`src/rtl/cic_ctrl_pkg.sv`:
```
// Shared types and constants for the CIC decimator run controller.
package cic_ctrl_pkg;

  typedef enum logic [1:0] {
    IDLE  = 2'd0,
    CLEAR = 2'd1,
    RUN   = 2'd2,
    DONE  = 2'd3
  } state_t;

  localparam int OFLOW_W = 8;

  // Bit positions inside the decimator overflow flag vector.
  localparam int OFLOW_INPH_POS     = 0;
  localparam int OFLOW_INPH_NEG     = 1;
  localparam int OFLOW_QUAD_POS     = 2;
  localparam int OFLOW_QUAD_NEG     = 3;
  localparam int OFLOW_CIC_INPH_POS = 4;
  localparam int OFLOW_CIC_INPH_NEG = 5;
  localparam int OFLOW_CIC_QUAD_POS = 6;
  localparam int OFLOW_CIC_QUAD_NEG = 7;

  localparam int CLR_CYCLES_DEFAULT = 4;

endpackage

```
`src/rtl/cic_decimator_ctrl.sv`:
```
// Run controller around a CIC decimator: clears it, feeds it, drops settling outputs
// and forwards N results. Define CIC_CTRL_OFLOW_ABORT_EN to end a run on overflow.
module cic_decimator_ctrl
  import cic_ctrl_pkg::*;
#(
  parameter int WIDTH      = 16,
  parameter int CNT_WIDTH  = 16,
  parameter int CLR_CYCLES = CLR_CYCLES_DEFAULT
) (
  input  logic                 i_clock,
  input  logic                 i_reset,
  input  logic                 i_start,
  input  logic                 i_stop,
  input  logic [CNT_WIDTH-1:0] i_num_outputs,
  input  logic [CNT_WIDTH-1:0] i_discard,
  input  logic [WIDTH-1:0]     i_inph,
  input  logic [WIDTH-1:0]     i_quad,
  input  logic                 i_valid,
  output logic                 o_ready,
  output logic [WIDTH-1:0]     o_dec_inph,
  output logic [WIDTH-1:0]     o_dec_quad,
  output logic                 o_dec_valid,
  output logic                 o_dec_reset,
  input  logic [WIDTH-1:0]     i_dec_inph,
  input  logic [WIDTH-1:0]     i_dec_quad,
  input  logic                 i_dec_valid,
  input  logic [OFLOW_W-1:0]   i_dec_oflow,
  output logic [WIDTH-1:0]     o_inph,
  output logic [WIDTH-1:0]     o_quad,
  output logic                 o_valid,
  output logic                 o_busy,
  output logic                 o_done,
  output logic                 o_abort,
  output logic [OFLOW_W-1:0]   o_oflow_sticky
);

  localparam int                   CLR_W    = (CLR_CYCLES > 1) ? $clog2(CLR_CYCLES) : 1;
  localparam logic [CLR_W-1:0]     CLR_LAST = CLR_W'(CLR_CYCLES - 1);
  localparam logic [CNT_WIDTH-1:0] CNT_ONE  = CNT_WIDTH'(1);
  localparam logic [CNT_WIDTH-1:0] CNT_MAX  = '1;

  state_t               state;
  logic [CLR_W-1:0]     clr_cnt;
  logic [CNT_WIDTH-1:0] disc_cnt;
  logic [CNT_WIDTH-1:0] out_cnt;
  logic [CNT_WIDTH-1:0] num_lat;
  logic [CNT_WIDTH-1:0] disc_lat;

  logic discarding;
  logic nth;
  logic oflow_hit;
  logic run_end;

  assign o_ready = (state == RUN);

  // NOTE: every always_comb output gets a value on every path, so no latch is inferred.
  always_comb begin
    discarding = (disc_cnt < disc_lat);
    nth        = i_dec_valid && !discarding && (num_lat != '0) &&
                 (out_cnt == num_lat - CNT_ONE);
`ifdef CIC_CTRL_OFLOW_ABORT_EN
    oflow_hit  = |i_dec_oflow;
`else
    oflow_hit  = 1'b0;
`endif
    run_end    = i_stop || nth || oflow_hit;
  end

`ifdef CIC_CTRL_OFLOW_ABORT_EN
  logic abort_r;
  assign o_abort = abort_r;
`else
  assign o_abort = 1'b0;
`endif

  // NOTE: sequential state uses non-blocking assignments only; blocking here would race readers.
  always_ff @(posedge i_clock) begin
    if (i_reset) begin
      state          <= IDLE;
      clr_cnt        <= '0;
      disc_cnt       <= '0;
      out_cnt        <= '0;
      num_lat        <= '0;
      disc_lat       <= '0;
      o_dec_inph     <= '0;
      o_dec_quad     <= '0;
      o_dec_valid    <= 1'b0;
      o_dec_reset    <= 1'b1;
      o_inph         <= '0;
      o_quad         <= '0;
      o_valid        <= 1'b0;
      o_busy         <= 1'b0;
      o_done         <= 1'b0;
      o_oflow_sticky <= '0;
`ifdef CIC_CTRL_OFLOW_ABORT_EN
      abort_r        <= 1'b0;
`endif
    end else begin
      o_dec_valid <= 1'b0;
      o_dec_reset <= 1'b0;
      o_valid     <= 1'b0;
      o_done      <= 1'b0;
`ifdef CIC_CTRL_OFLOW_ABORT_EN
      abort_r     <= 1'b0;
`endif
      case (state)
        IDLE: begin
          if (i_start) begin
            state          <= CLEAR;
            clr_cnt        <= '0;
            disc_cnt       <= '0;
            out_cnt        <= '0;
            num_lat        <= i_num_outputs;
            disc_lat       <= i_discard;
            o_oflow_sticky <= '0;
            o_dec_reset    <= 1'b1;
            o_busy         <= 1'b1;
          end
        end
        CLEAR: begin
          if (i_stop) begin
            state  <= DONE;
            o_done <= 1'b1;
          end else if (clr_cnt == CLR_LAST) begin
            state <= RUN;
          end else begin
            clr_cnt     <= clr_cnt + CLR_W'(1);
            o_dec_reset <= 1'b1;
          end
        end
        RUN: begin
          o_oflow_sticky <= o_oflow_sticky | i_dec_oflow;
          // Samples accepted on the final RUN cycle are dropped: the decimator is cleared next run.
          if (i_valid && !run_end) begin
            o_dec_valid <= 1'b1;
            o_dec_inph  <= i_inph;
            o_dec_quad  <= i_quad;
          end
          if (i_dec_valid) begin
            if (discarding) begin
              if (disc_cnt != CNT_MAX) disc_cnt <= disc_cnt + CNT_ONE;
            end else begin
              o_valid <= 1'b1;
              o_inph  <= i_dec_inph;
              o_quad  <= i_dec_quad;
              if (out_cnt != CNT_MAX) out_cnt <= out_cnt + CNT_ONE;
            end
          end
          if (run_end) begin
            state  <= DONE;
            o_done <= 1'b1;
`ifdef CIC_CTRL_OFLOW_ABORT_EN
            abort_r <= oflow_hit;
`endif
          end
        end
        DONE: begin
          state  <= IDLE;
          o_busy <= 1'b0;
        end
        default: begin
          state  <= IDLE;
          o_busy <= 1'b0;
        end
      endcase
    end
  end

endmodule

```
`config.mk`:
```
export PLATFORM = sky130hd
export DESIGN_NAME = cic_decimator_ctrl
export DESIGN_NICKNAME = d
export VERILOG_FILES = /design/src/rtl/cic_ctrl_pkg.sv /design/src/rtl/cic_decimator_ctrl.sv
export SDC_FILE = /design/constraint.sdc
export NUM_CORES = 1
export LEC_CHECK = 0
export ABC_AREA = 1
export BUFFER_PORTS_ARGS = -buffer_cell sky130_fd_sc_hd__buf_2
export CORE_ASPECT_RATIO = 1.1
export CORE_UTILIZATION = 48
export DETAILED_ROUTE_END_ITERATION = 8
export PLACE_DENSITY = 0.77
export SYNTH_ARGS = -nofsm -noshare
export SYNTH_HDL_FRONTEND = slang
export SYNTH_SLANG_ARGS = --single-unit
```
`constraint.sdc`:
```
create_clock -name i_clock -period 2 [get_ports i_clock]
set_clock_uncertainty 0.05 [all_clocks]
set_input_delay 0.4 -clock i_clock [delete_from_list [all_inputs] [get_ports i_clock]]
set_output_delay 0.4 -clock i_clock [all_outputs]
set_load 0.01 [all_outputs]
```
# After elaboration in Yosys (flattened, before gate mapping)
# Index checks and enable logic that the tools add are counted.
# word_totals
output_inout_bits	79
reg_bits	145
input_bits	110
wordCells	96
# classes
n_reduce_logical	23
eq_ne	17
magnitude_cmp	1
n_bitwise	4
n_addsub	4
mux	31
# op_table
operator	count
$mux W16	7
$pmux W16 S2	2
$add A16 B1 Y16 const B	2
$ne A16 B16 Y1 const B	2
$eq A16 B16 Y1	1
$lt A16 B16 Y1	1
$pmux W8 S2	1
$reduce_bool A16 Y1	1
$sub A16 B1 Y16 const B	1
$mux W2	7
$ne A2 B1 Y1 const B	5
$reduce_and A5 Y1	2
$mux W1	8
$mux W8	1
$ne A2 B2 Y1 const B	4
$or A8 B8 Y8	1
$pmux W2 S4	1
$reduce_and A2 Y1	4
$eq A2 B2 Y1 const B	3
$pmux W1 S2	3
$reduce_and A3 Y1	2
$reduce_bool A2 Y1	3
$logic_and A1 B1 Y1	4
$pmux W2 S2	1
10 further kinds	13

# Depth between registers and ports, before layout
# Gate-level depths: netlist (run 1).
# logic_depth
word_depth	9
ltp_mapped	19
depth_no_buf	17

# Least setup slack after synthesis (run 1)
# No wires, ideal clock.
# synth_timing
kind	flip-flop to flip-flop
startpoint	register state[0]
endpoint	register out_cnt[3]
arrival_time_ps	1866
t_required_ps	1829
setup_time_ps	121
stages_incl_launch_ff	13
synth_period_minus_slack_ps	2038
slack_ps	-38
path_buffers	1
cell_sequence	dfxtp_1 > inv_1 > ha_1 > inv_2 > o21ai_2 > o21ai_0 > inv_1 > nand3_1 > inv_1 > buf_2 > nand2_1 > o21ai_0 > a21oi_1
# synth_via
elab_chain_cells	3
elab_cells_between_ends	9
classes_between	eq/ne: 5; mux: 1; reduce/logical: 3
# synth_rtl
element	line_no	text
start, declared	cic_decimator_ctrl.sv:42	state_t state;
start signal, assigned	cic_decimator_ctrl.sv:79	state <= IDLE;
start signal, assigned	cic_decimator_ctrl.sv:109	state <= CLEAR;
start signal, assigned	cic_decimator_ctrl.sv:122	state <= DONE;
$eq A2 B2 Y1 (*)	-	
via o_ready	cic_decimator_ctrl.sv:19	output logic o_ready,
$ne A2 B1 Y1 (no line), or another cell as far along	-	
$reduce_and A5 Y1 (no line)	-	
end signal, assigned	cic_decimator_ctrl.sv:146	if (out_cnt != CNT_MAX) out_cnt <= out_cnt + CNT_ONE;
end, declared	cic_decimator_ctrl.sv:45	logic [CNT_WIDTH-1:0] out_cnt;
# Mark *: on every way through the listed nets, which the timed path passes. The rest lies on a longest branch.
# A chain may end at the register's enable or synchronous reset.

# Worst setup path after layout (run 1)
# layout_timing
startpoint	register disc_lat[13]
endpoint	register disc_cnt[3]
# layout_via
elab_chain_cells	3
# layout_rtl
element	line_no	text
start, declared	cic_decimator_ctrl.sv:47	logic [CNT_WIDTH-1:0] disc_lat;
start signal, assigned	cic_decimator_ctrl.sv:114	disc_lat <= i_discard;
$lt A16 B16 Y1	cic_decimator_ctrl.sv:58	discarding = (disc_cnt < disc_lat);
$ne A2 B1 Y1 (no line)	-	
$reduce_and A5 Y1 (no line)	-	
end signal, assigned	cic_decimator_ctrl.sv:141	if (disc_cnt != CNT_MAX) disc_cnt <= disc_cnt + CNT_ONE;
end, declared	cic_decimator_ctrl.sv:44	logic [CNT_WIDTH-1:0] disc_cnt;
# No other way between the ends.

==> results by group, run 1 <==
Finish
  – Commonest non-fill, non-tap cell in the layout: buf_2
  – Final Util: 76.38%
  – Commonest non-fill, non-tap cells in the layout: buf_2, nor2_1, nand2_1
  – Layout net count: 1431
  – Fill cells: 932
  – Share of post-route cells with drive strength above 1: 41.45%
  – P&R area growth vs syn: 53.12%

Clock tree
  – CTS tree: yes
  – CTS H-tree depth: 4
  – Hold buffers post-CTS: 0
  – Reg clk slew, reported paths: 70 ps
  – Max Root-Sink Buffers: 2
  – CTS Buf Count: 17
  – # clock sinks: 145
  – Clk_lat worst skew: 430 ps
  – Root Buffer Master: clkbuf_16

Timing
  – Final Max Slew Viols: 0
  – Setup TNS: -16810 ps
  – Hold Fails Final Rpt: 0
  – Achievable Freq: 0.4406 GHz
  – Final Cycle Share: 113.5%
  – Final number of setup-violating endpoints: 98
  – Clock period minus final worst setup slack: 2270 ps
  – RSZ-0062 raised after global routing: true
  – PnR worst setup slack: -269.8 ps

Floorplanning
  – Core area: 13960 µm²
  – Initial Util: 49.88%
  – Die width: 116.9 µm
  – Die height: 128.3 µm
  – Top-level I/O count: 189
  – Std-Cell Rows: 45
  – Die ar.: 15000 µm²

Critical path
  – Crit Path Category: reg2reg
  – Max Fanout on Critical Path: 6
  – CP endpoint kind: flop
  – Data arrival, critical path: 2540 ps
  – CP Data Required Time: 2270 ps
  – Critical path launch point type: flop

Detailed routing
  – Post-route ant nets: 0
  – WL final: 25210 µm
  – DR vias/cell: 5.340
  – WL per Instance: 16.82 µm
  – Vias: 8004
  – First DRT Iteration DRCs: 692
  – DRC: 0
  – First-pass DRT Iterations: 6

Synth
  – Avg Inst Size Synth: 6.842 µm²
  – Post-synth top flop: dfxtp_1
  – Synth async-reset ratio: 0%
  – Number of synthesized flops with an enable pin: 0
  – #FFs+latches synth: 145
  – Yosys warning count: 0
  – Post-synthesis sequential area ratio: 41.67%
  – Post-Syn Nets: 1152
  – Number of distinct library cells after synthesis: 34
  – Post-synthesis cell area: 6965 µm²
  – Synthesized instance count: 1018

Min path
  – HP Class: in2reg

Flow run
  – Total of max-cap violations: 0

Power
  – Power Density: 1118 nW/µm²
  – VDD IR max: 0.0008928 V
  – Lkg Pwr: 5.049 nW

Global route
  – Largest net degree at the start of global routing: 58
  – Tot GR Track Use: 27.03%
  – Remaining Overflow, GRT: 0
  – Initial antenna violation count: 1
  – First-pass GRT wire length: 31400 µm
  – Vias in the first global route: 6849

Status
  – Failing checks: negative setup slack
  – Status: finished with violations

Placement
  – Final GP Congestion: 0.9297
  – Pre-CTS WS: -186.9 ps
  – Placed wire-length estimate: 13980 µm
  – Port Buffers: 187
-- cells by family (layout without fill, tap and decap cells) --
family	after synthesis	in the layout	synth area share, %
simple gates	520	520	30.27
fa+ha+maj	24	24	4.311
flops	145	145	41.67
compound gates	155	155	11.39
buf+inv	143	435	8.532
xor+xnor	30	30	3.772
other cells	1	2	0.05384
-- critical path, cell delays in order, from the launching register on --
cell and delay, ps:
dfxtp_2 320, inv_2 80, ha_4 210, a21oi_1 160, o21ai_1 120, nor2_2 240
nand2_4 100, buf_6 130, o21ai_2 150, nand2_2 130, buf_6 170, nor2_4 100
xnor2_2 130, nor2_1 70
-- timing repair --
action                                  CTS  global route
endpoints found under the setup margin   87           100
setup buffers                             3            12
pin swaps                                 9            39
hold endpoints to repair                  0             0
gates cloned                              4            11
gates resized for setup                  46           243
-- worst paths after layout --
kind | end | cells after the start | slack [ps] | startpoint
setup / recovery | disc_cnt[3] | 13 | -270 | disc_lat[13]
setup reg to reg | disc_cnt[3] | 13 | -270 | disc_lat[13]
hold / removal | o_dec_inph[9] | 3 | 130 | i_inph[9]
hold reg to reg | o_oflow_sticky[6] | 2 | 420 | o_oflow_sticky[6]
-- registers in the layout (all words and copies together), names as in the netlist --
name,cells
o_quad,16
disc_lat,16
o_dec_reset,1
state,2
disc_cnt,16
o_valid,1
o_oflow_sticky,8
o_dec_valid,1
o_dec_inph,16
o_dec_quad,16
num_lat,16
out_cnt,16
clr_cnt,2
o_busy,1
o_done,1
o_inph,16
-- layer usage --
metal / global-route usage, % / vias to the layer above / routed length [µm] / share of wire [%]
met4: 11.69 / 0 / 1148 / 4.6
li1: - / 3761 / - / -
met3: 7.207 / 115 / 1838 / 7.3
met5: 0 / - / 0 / 0
met2: 47.86 / 399 / 12960 / 51
met1: 30.27 / 3729 / 9263 / 37
-- Yosys cell counts (7+ instances only) --
library cell / number / area share, %
nand3_1: 37 / 2.7
nor2_2: 12 / 1.1
dfxtp_1: 145 / 42
nor3_1: 8 / 0.57
nand2_1: 214 / 12
nor2_1: 229 / 12
o21ai_0: 83 / 6.0
ha_1: 24 / 4.3
xor2_1: 22 / 2.8
a21oi_1: 65 / 4.7
xnor2_1: 8 / 1.0
buf_2: 7 / 0.50
inv_1: 99 / 5.3
clkbuf_1: 24 / 1.3
-- report_power, final --
group | total, W | internal, W | switching [W]
registers | 0.00358 | 0.00328 | 0.000301
clock network | 0.00327 | 0.00191 | 0.00135
logic | 0.00508 | 0.00214 | 0.00294
-- final cells by class --
| type | count | area, µm² | share of cell area [%] |
|---|---|---|---|
| Multi-Input combinational cell | 730 | 4300 | 40.32 |
| Sequential cell | 145 | 2919 | 27.37 |
| Clock buffer | 22 | 494.2 | 4.634 |
| Clock inverter | 10 | 111.4 | 1.044 |
| Timing Repair Buffer | 302 | 2201 | 20.64 |
| Tap cell | 188 | 235.2 | 2.206 |
| Antenna cell | 1 | 2.502 | 0.02346 |
| Inverter | 101 | 401.6 | 3.766 |
-- per-stage QoR --
step	power (W)	cell area (µm²)	hold slack [ps]	cells
2_1_floorplan	0.005802	6975	383.1	1018
3_3_place_gp	0.007105	8672	392.8	1438
3_5_place_dp	0.007202	8672	400.9	1438
4_1_cts	0.01065	9543	135.8	1477
5_1_grt	0.01249	10670	132.2	1499
6_report	0.01193	10670	129.5	1499
(Power assumes the default switching activity.)
==> inputs of run 2 (changes only) <==
--- a/config.mk
+++ b/config.mk
@@ -8,9 +8,9 @@
 export ABC_AREA = 1
 export BUFFER_PORTS_ARGS = -buffer_cell sky130_fd_sc_hd__buf_2
 export CORE_ASPECT_RATIO = 1.1
-export CORE_UTILIZATION = 48
+export CORE_UTILIZATION = 55
 export DETAILED_ROUTE_END_ITERATION = 8
-export PLACE_DENSITY = 0.77
+export PLACE_DENSITY = 0.83
 export SYNTH_ARGS = -nofsm -noshare
 export SYNTH_HDL_FRONTEND = slang
 export SYNTH_SLANG_ARGS = --single-unit
==> constraint.sdc (replaced) <==
create_clock -name i_clock -period 2.85 [get_ports i_clock]
set_clock_uncertainty 0.05 [all_clocks]
set_input_delay 0.57 -clock i_clock [delete_from_list [all_inputs] [get_ports i_clock]]
set_output_delay 0.57 -clock i_clock [all_outputs]
set_load 0.01 [all_outputs]
==> run 2 against run 1 <==
Compared with the run above:
- the run now ends clean
- cell count decreased by 9.2%
- clock power decreased by 33%
- utilization is 6.0 points lower
- combinational power shrank 57%
- total power down 43%
- largest cell class unchanged
- highest routed layer unchanged
==> results by group, run 2 (synthesis gave the netlist of run 1 again) <==
Detailed routing
  – WL per Instance: 12.69 µm
  – Post-route ant nets: 0
  – WL final: 17280 µm
  – First DRT Iteration DRCs: 354
  – Vias: 6833
  – DR vias/cell: 5.021
  – First-pass DRT Iterations: 5
  – DRC: 0

Power
  – Switching Fraction: 36.14%
  – Share of power burned in registers: 36.4%
  – Lkg Pwr: 4.186 nW
  – Power Density: 798.0 nW/µm²
  – Internal power: 0.004372 W
  – VDD IR max: 0.0005949 V
  – Switch Pwr: 0.002474 W
  – Logic pwr share: 31.7%
  – Clk pwr share: 31.9%

Global route
  – Initial antenna violation count: 0
  – GR peak layer: met2
  – Vias in the first global route: 6299
  – GRT met2 Usage: 46.27%
  – Largest net degree at the start of global routing: 101
  – Remaining Overflow, GRT: 0
  – Routing usage on met3: 8.528%
  – Tot GR Track Use: 27.00%
  – Met1 global-route usage: 31.18%
  – First-pass GRT wire length: 27950 µm

Critical path
  – R2R Setup Slk: 330 ps
  – Reg2Reg Depth: 16
  – Data arrival, critical path: 2790 ps
  – Critical path launch point type: flop
  – Crit Path Category: reg2reg
  – Worst path max stage delay: 320 ps
  – Reg2reg start: num_lat[0]
  – R2R Path End: o_dec_quad[4]
  – Top cell by count, worst path: nand2_1
  – Slowest cell on crit path: dfxtp_1
  – CP Data Required Time: 3120 ps
  – Critical path endpoint: o_dec_quad[4]
  – WP depth: 16
  – Cell chain of the critical path: inv_1 -> ha_1 -> nand2_1 -> nor2_2 -> nand3_1 -> nand2_1 -> nand2_1 -> nor2_1 -> nand2_1 -> inv_1 -> nand3_2 -> nand4_2 -> buf_12 -> nand2_1 -> nand2_1 -> nor2_1
  – Buffers & Inverters on Critical Path: 3
  – Critical path's top delay family: simple AND/OR/NAND/NOR gates
  – CP startpoint: num_lat[0]
  – Max Fanout on Critical Path: 65
  – CP endpoint kind: flop

Floorplanning
  – Die ar.: 13120 µm²
  – Std-Cell Rows: 42
  – Initial Util: 57.13%
  – Die height: 120.0 µm
  – Top-level I/O count: 189
  – Die width: 109.3 µm
  – Core area: 12190 µm²

Status
  – Status: finished, final reports clean

Timing
  – Final Cycle Share: 88.28%
  – Setup TNS: 0 ps
  – Final number of setup-violating endpoints: 0
  – Hold Fails Final Rpt: 0
  – Worst Max-Slew Pin Slew: 579.8 ps
  – Achievable Freq: 0.3975 GHz
  – Hold WS: 319.1 ps
  – Clock period minus final worst setup slack: 2516 ps
  – Slew headroom: 60.99%
  – RSZ-0062 raised after global routing: false
  – Final Max Slew Viols: 0

Clock tree
  – CTS Buf Count: 17
  – Hold buffers post-CTS: 0
  – Reg clk slew, reported paths: 60 ps
  – CTS tree: yes
  – Root Buffer Master: clkbuf_16
  – # clock sinks: 145
  – Cts repair resizes: 0
  – Post-CTS Setup Bufs: 0
  – Max Root-Sink Buffers: 2
  – CTS H-tree depth: 4
  – Clk_lat worst skew: 420 ps

Finish
  – Final Util: 70.36%
  – Layout net count: 1328
  – P&R area growth vs syn: 23.15%
  – Commonest non-fill, non-tap cell in the layout: nor2_1
  – Fill cells: 1078
  – Multi-input logic area: 3471 µm²
  – Final non-filler cell total: 1361
  – Register area: 2903 µm²
  – Share of post-route cells with drive strength above 1: 20.63%
  – ANT cells: 0
  – Design area: 8578 µm²
  – Commonest non-fill, non-tap cells in the layout: nor2_1, nand2_1, buf_2

Flow run
  – Total of max-cap violations: 0

Placement
  – Cell count after placement: 1329
  – Port Buffers: 187
  – Dpl cell area: 7996 µm²
  – Final GP Congestion: 0.9186
  – Placed wire-length estimate: 12570 µm

Min path
  – Hold depth: 3
  – HP Class: in2reg
run 2: layout make-up:
cell class              count  share of cell area (%)
multi-input cells         730                   40.46
clock inverters            11                   1.532
well taps                 154                   2.246
flip-flops and latches    145                   33.84
repair buffers            199                   12.25
inverters                 101                   4.419
clock buffers              21                   5.251
run 2: worst reg2reg max path, cell delays in order (launching register included):
cell     delay, ps
dfxtp_1        320
inv_1          180
ha_1           230
nand2_1        150
nor2_2         150
nand3_1         80
nand2_1         80
nand2_1         60
nor2_1         220
nand2_1        100
inv_1           90
nand3_2         90
nand4_2        110
buf_12         270
nand2_1        120
nand2_1         80
nor2_1          40
run 2: power groups by stage:
| stage | clock network, W | logic (W) | registers (W) |
|---|---|---|---|
| global route | 0.00230 | 0.00248 | 0.00252 |
| CTS | 0.00221 | 0.00217 | 0.00249 |
| finish | 0.00219 | 0.00217 | 0.00249 |
| floorplan | 0 | 0.00152 | 0.00253 |
| global placement | 0 | 0.00211 | 0.00252 |
| detailed placement | 0 | 0.00215 | 0.00253 |
run 2: layer usage:
layer,share of wire [%],wire (µm)
met4,2.1,366
met1,43,7486
met5,0,0
met3,6.6,1141
met2,48,8282
run 2: how the worst min path moves through the flow:
stage | startpoint | to | slack [ps]
floorplan | disc_lat[10] | disc_lat[10] | 380
global placement | disc_lat[6] | disc_lat[6] | 400
detailed placement | disc_lat[1] | disc_lat[1] | 400
CTS | i_inph[3] | o_dec_inph[3] | 310
global route | i_inph[2] | o_dec_inph[2] | 310
finish | i_inph[3] | o_dec_inph[3] | 320
run 2: per-stage QoR:
| stage | power, W | setup WS [ps] |
|---|---|---|
| 3_3_place_gp | 0.004636 | 376.6 |
| 4_1_cts | 0.006866 | 365.4 |
| 2_1_floorplan | 0.004053 | 812.4 |
| 3_5_place_dp | 0.004681 | 390.5 |
| 5_1_grt | 0.007303 | 143.1 |
| 6_report | 0.006846 | 334.0 |
==> inputs of run 3 (changes only) <==
--- a/config.mk
+++ b/config.mk
@@ -10,7 +10,7 @@
 export CORE_ASPECT_RATIO = 1.1
 export CORE_UTILIZATION = 55
 export DETAILED_ROUTE_END_ITERATION = 8
-export PLACE_DENSITY = 0.83
+export PLACE_DENSITY = 0.81
 export SYNTH_ARGS = -nofsm -noshare
 export SYNTH_HDL_FRONTEND = slang
 export SYNTH_SLANG_ARGS = --single-unit
==> run 3 against run 2 <==
Compared with the run above:
- worst setup slack got worse by 24 ps
- total power rose by 1.9%
- clock power up 6%
- cell area increased by 0.85%
- critical path depth unchanged
- sequential share of layout area decreased by 0.28 points
- utilization increased by 0.60 points
- wire length rose by 1.1%
- critical path type unchanged
- largest power group unchanged
- highest routed layer unchanged
==> results by group, run 3 (synthesis gave the netlist of run 1 again) <==
Timing
  – Hold Fails Final Rpt: 0
  – Achievable Freq: 0.3937 GHz
  – Setup TNS: 0 ps
  – Final number of setup-violating endpoints: 0
  – RSZ-0062 raised after global routing: false
  – Slew headroom: 52.93%
  – Clock period minus final worst setup slack: 2540 ps
  – Final Max Slew Viols: 0
  – Final Cycle Share: 89.13%
  – Worst Max-Slew Pin Slew: 699.6 ps

Placement
  – Cell count after placement: 1332
  – Dpl cell area: 8019 µm²
  – Final GP Congestion: 0.9102
  – Port Buffers: 187
  – Placed wire-length estimate: 12630 µm

Detailed routing
  – Vias: 6800
  – DR vias/cell: 4.985
  – Post-route ant nets: 0
  – First DRT Iteration DRCs: 373
  – DRC: 0
  – First-pass DRT Iterations: 5
  – WL per Instance: 12.80 µm
  – WL final: 17460 µm

Global route
  – Largest net degree at the start of global routing: 82
  – Initial antenna violation count: 1
  – First-pass GRT wire length: 28590 µm
  – GRT met2 Usage: 47.80%
  – Remaining Overflow, GRT: 0
  – Tot GR Track Use: 27.86%
  – GR peak layer: met2
  – Met1 global-route usage: 31.06%
  – Vias in the first global route: 6427
  – Routing usage on met3: 8.745%

Power
  – VDD IR max: 0.0006207 V
  – Logic pwr share: 31.1%
  – Power Density: 806.1 nW/µm²
  – Internal power: 0.004506 W
  – Clk pwr share: 33.3%
  – PnR Total Power: 0.006974 W
  – Switching Fraction: 35.38%
  – Share of power burned in registers: 35.7%
  – Switch Pwr: 0.002467 W
  – Lkg Pwr: 4.201 nW

Clock tree
  – CTS H-tree depth: 4
  – Clk_lat worst skew: 420 ps
  – Root Buffer Master: clkbuf_16
  – # clock sinks: 145
  – CTS tree: yes
  – CTS Buf Count: 17
  – Hold buffers post-CTS: 0
  – Max Root-Sink Buffers: 2
  – Reg clk slew, reported paths: 60 ps

Critical path
  – CP endpoint kind: flop
  – CP Data Required Time: 3130 ps
  – R2R Path End: o_dec_quad[4]
  – Reg2reg start: num_lat[0]
  – R2R Setup Slk: 310 ps
  – Critical path launch point type: flop
  – Crit Path Category: reg2reg
  – Data arrival, critical path: 2820 ps
  – Max Fanout on Critical Path: 14
  – Reg2Reg Depth: 16

Floorplanning
  – Die width: 109.3 µm
  – Std-Cell Rows: 42
  – Initial Util: 57.13%
  – Top-level I/O count: 189
  – Die height: 120.0 µm
  – Die ar.: 13120 µm²
  – Core area: 12190 µm²

Min path
  – Hold Path Sink: o_dec_quad[11]
  – Hold depth: 3
  – HP Class: in2reg
  – Hold Crit Start: i_quad[11]

Flow run
  – Total of max-cap violations: 0

Finish
  – Design area: 8651 µm²
  – Layout net count: 1331
  – Share of post-route cells with drive strength above 1: 20.99%
  – Commonest non-fill, non-tap cell in the layout: nor2_1
  – Commonest non-fill, non-tap cells in the layout: nor2_1, nand2_1, buf_2
  – Fill cells: 1062
  – Final non-filler cell total: 1364
  – P&R area growth vs syn: 24.20%
  – ANT cells: 0

Status
  – Status: finished, final reports clean
-- run 3: cell types whose count changed in the layout (fill, tap and decap cells not counted), sizes merged --
cell      previous run  this run
clkinvlp             0         3
bufinv               2         3
buf                199       202
clkinv               8         4
-- run 3: worst max-delay path: stages (launching register included) --
cell	delay, ps
dfxtp_1	310
inv_1	160
ha_1	230
nand2_1	150
nor2_2	150
nand3_1	80
nand2_1	90
nand2_1	60
nor2_1	210
nand2_1	130
inv_1	80
nand3_2	100
nand4_4	180
buf_4	260
nand2_1	80
nand2_1	70
nor2_1	40
-- run 3: how the worst max path moves through the flow --
stage | startpoint | endpoint | slack [ps]
2_1_floorplan | state[0] | out_cnt[3] | 810
3_3_place_gp | num_lat[0] | o_dec_quad[5] | 290
6_report | num_lat[0] | o_dec_quad[4] | 310
4_1_cts | num_lat[0] | o_dec_quad[4] | 220
3_5_place_dp | num_lat[0] | o_dec_quad[0] | 230
5_1_grt | num_lat[0] | o_dec_quad[0] | 30
-- run 3: timing repair --
action                     CTS  global route
buffers inserted             0             0
gates resized for setup      0             1
setup endpoints to repair    0             7
hold endpoints to repair     0             0
-- run 3: metrics by stage --
stage | setup slack, ps | util [%] | hold slack [ps]
6_report | 309.7 | 70.96 | 312.3
5_1_grt | 31.22 | 70.96 | 308.6
4_1_cts | 216.0 | 70.88 | 304.9
3_5_place_dp | 232.9 | 65.77 | 404.0
3_3_place_gp | 289.2 | 65.77 | 395.7
2_1_floorplan | 812.4 | - | 383.1
-- run 3: power groups by stage --
stage / Clock (W) / Sequential, W / Combinational (W)
after floorplan: 0 / 0.00253 / 0.00152
after global routing: 0.00244 / 0.00252 / 0.00248
after global placement: 0 / 0.00252 / 0.00211
after detailed placement: 0 / 0.00252 / 0.00215
final: 0.00232 / 0.00249 / 0.00217
after CTS: 0.00235 / 0.00248 / 0.00217
-- run 3: metal layers --
metal	vias up	part of all wire (%)
met5	-	0
met4	0	2.7
met3	39	7.2
met2	236	49
met1	2968	41
li1	3557	-
-- run 3: layout make-up --
class | instances | area [µm²] | share of cell area, %
clock buffers | 21 | 470.5 | 5.438
clock inverters | 11 | 152.6 | 1.765
inverters | 101 | 379.1 | 4.382
multi-input cells | 730 | 3480 | 40.22
flip-flops and latches | 145 | 2903 | 33.56
well taps | 154 | 192.7 | 2.227
repair buffers | 202 | 1074 | 12.41
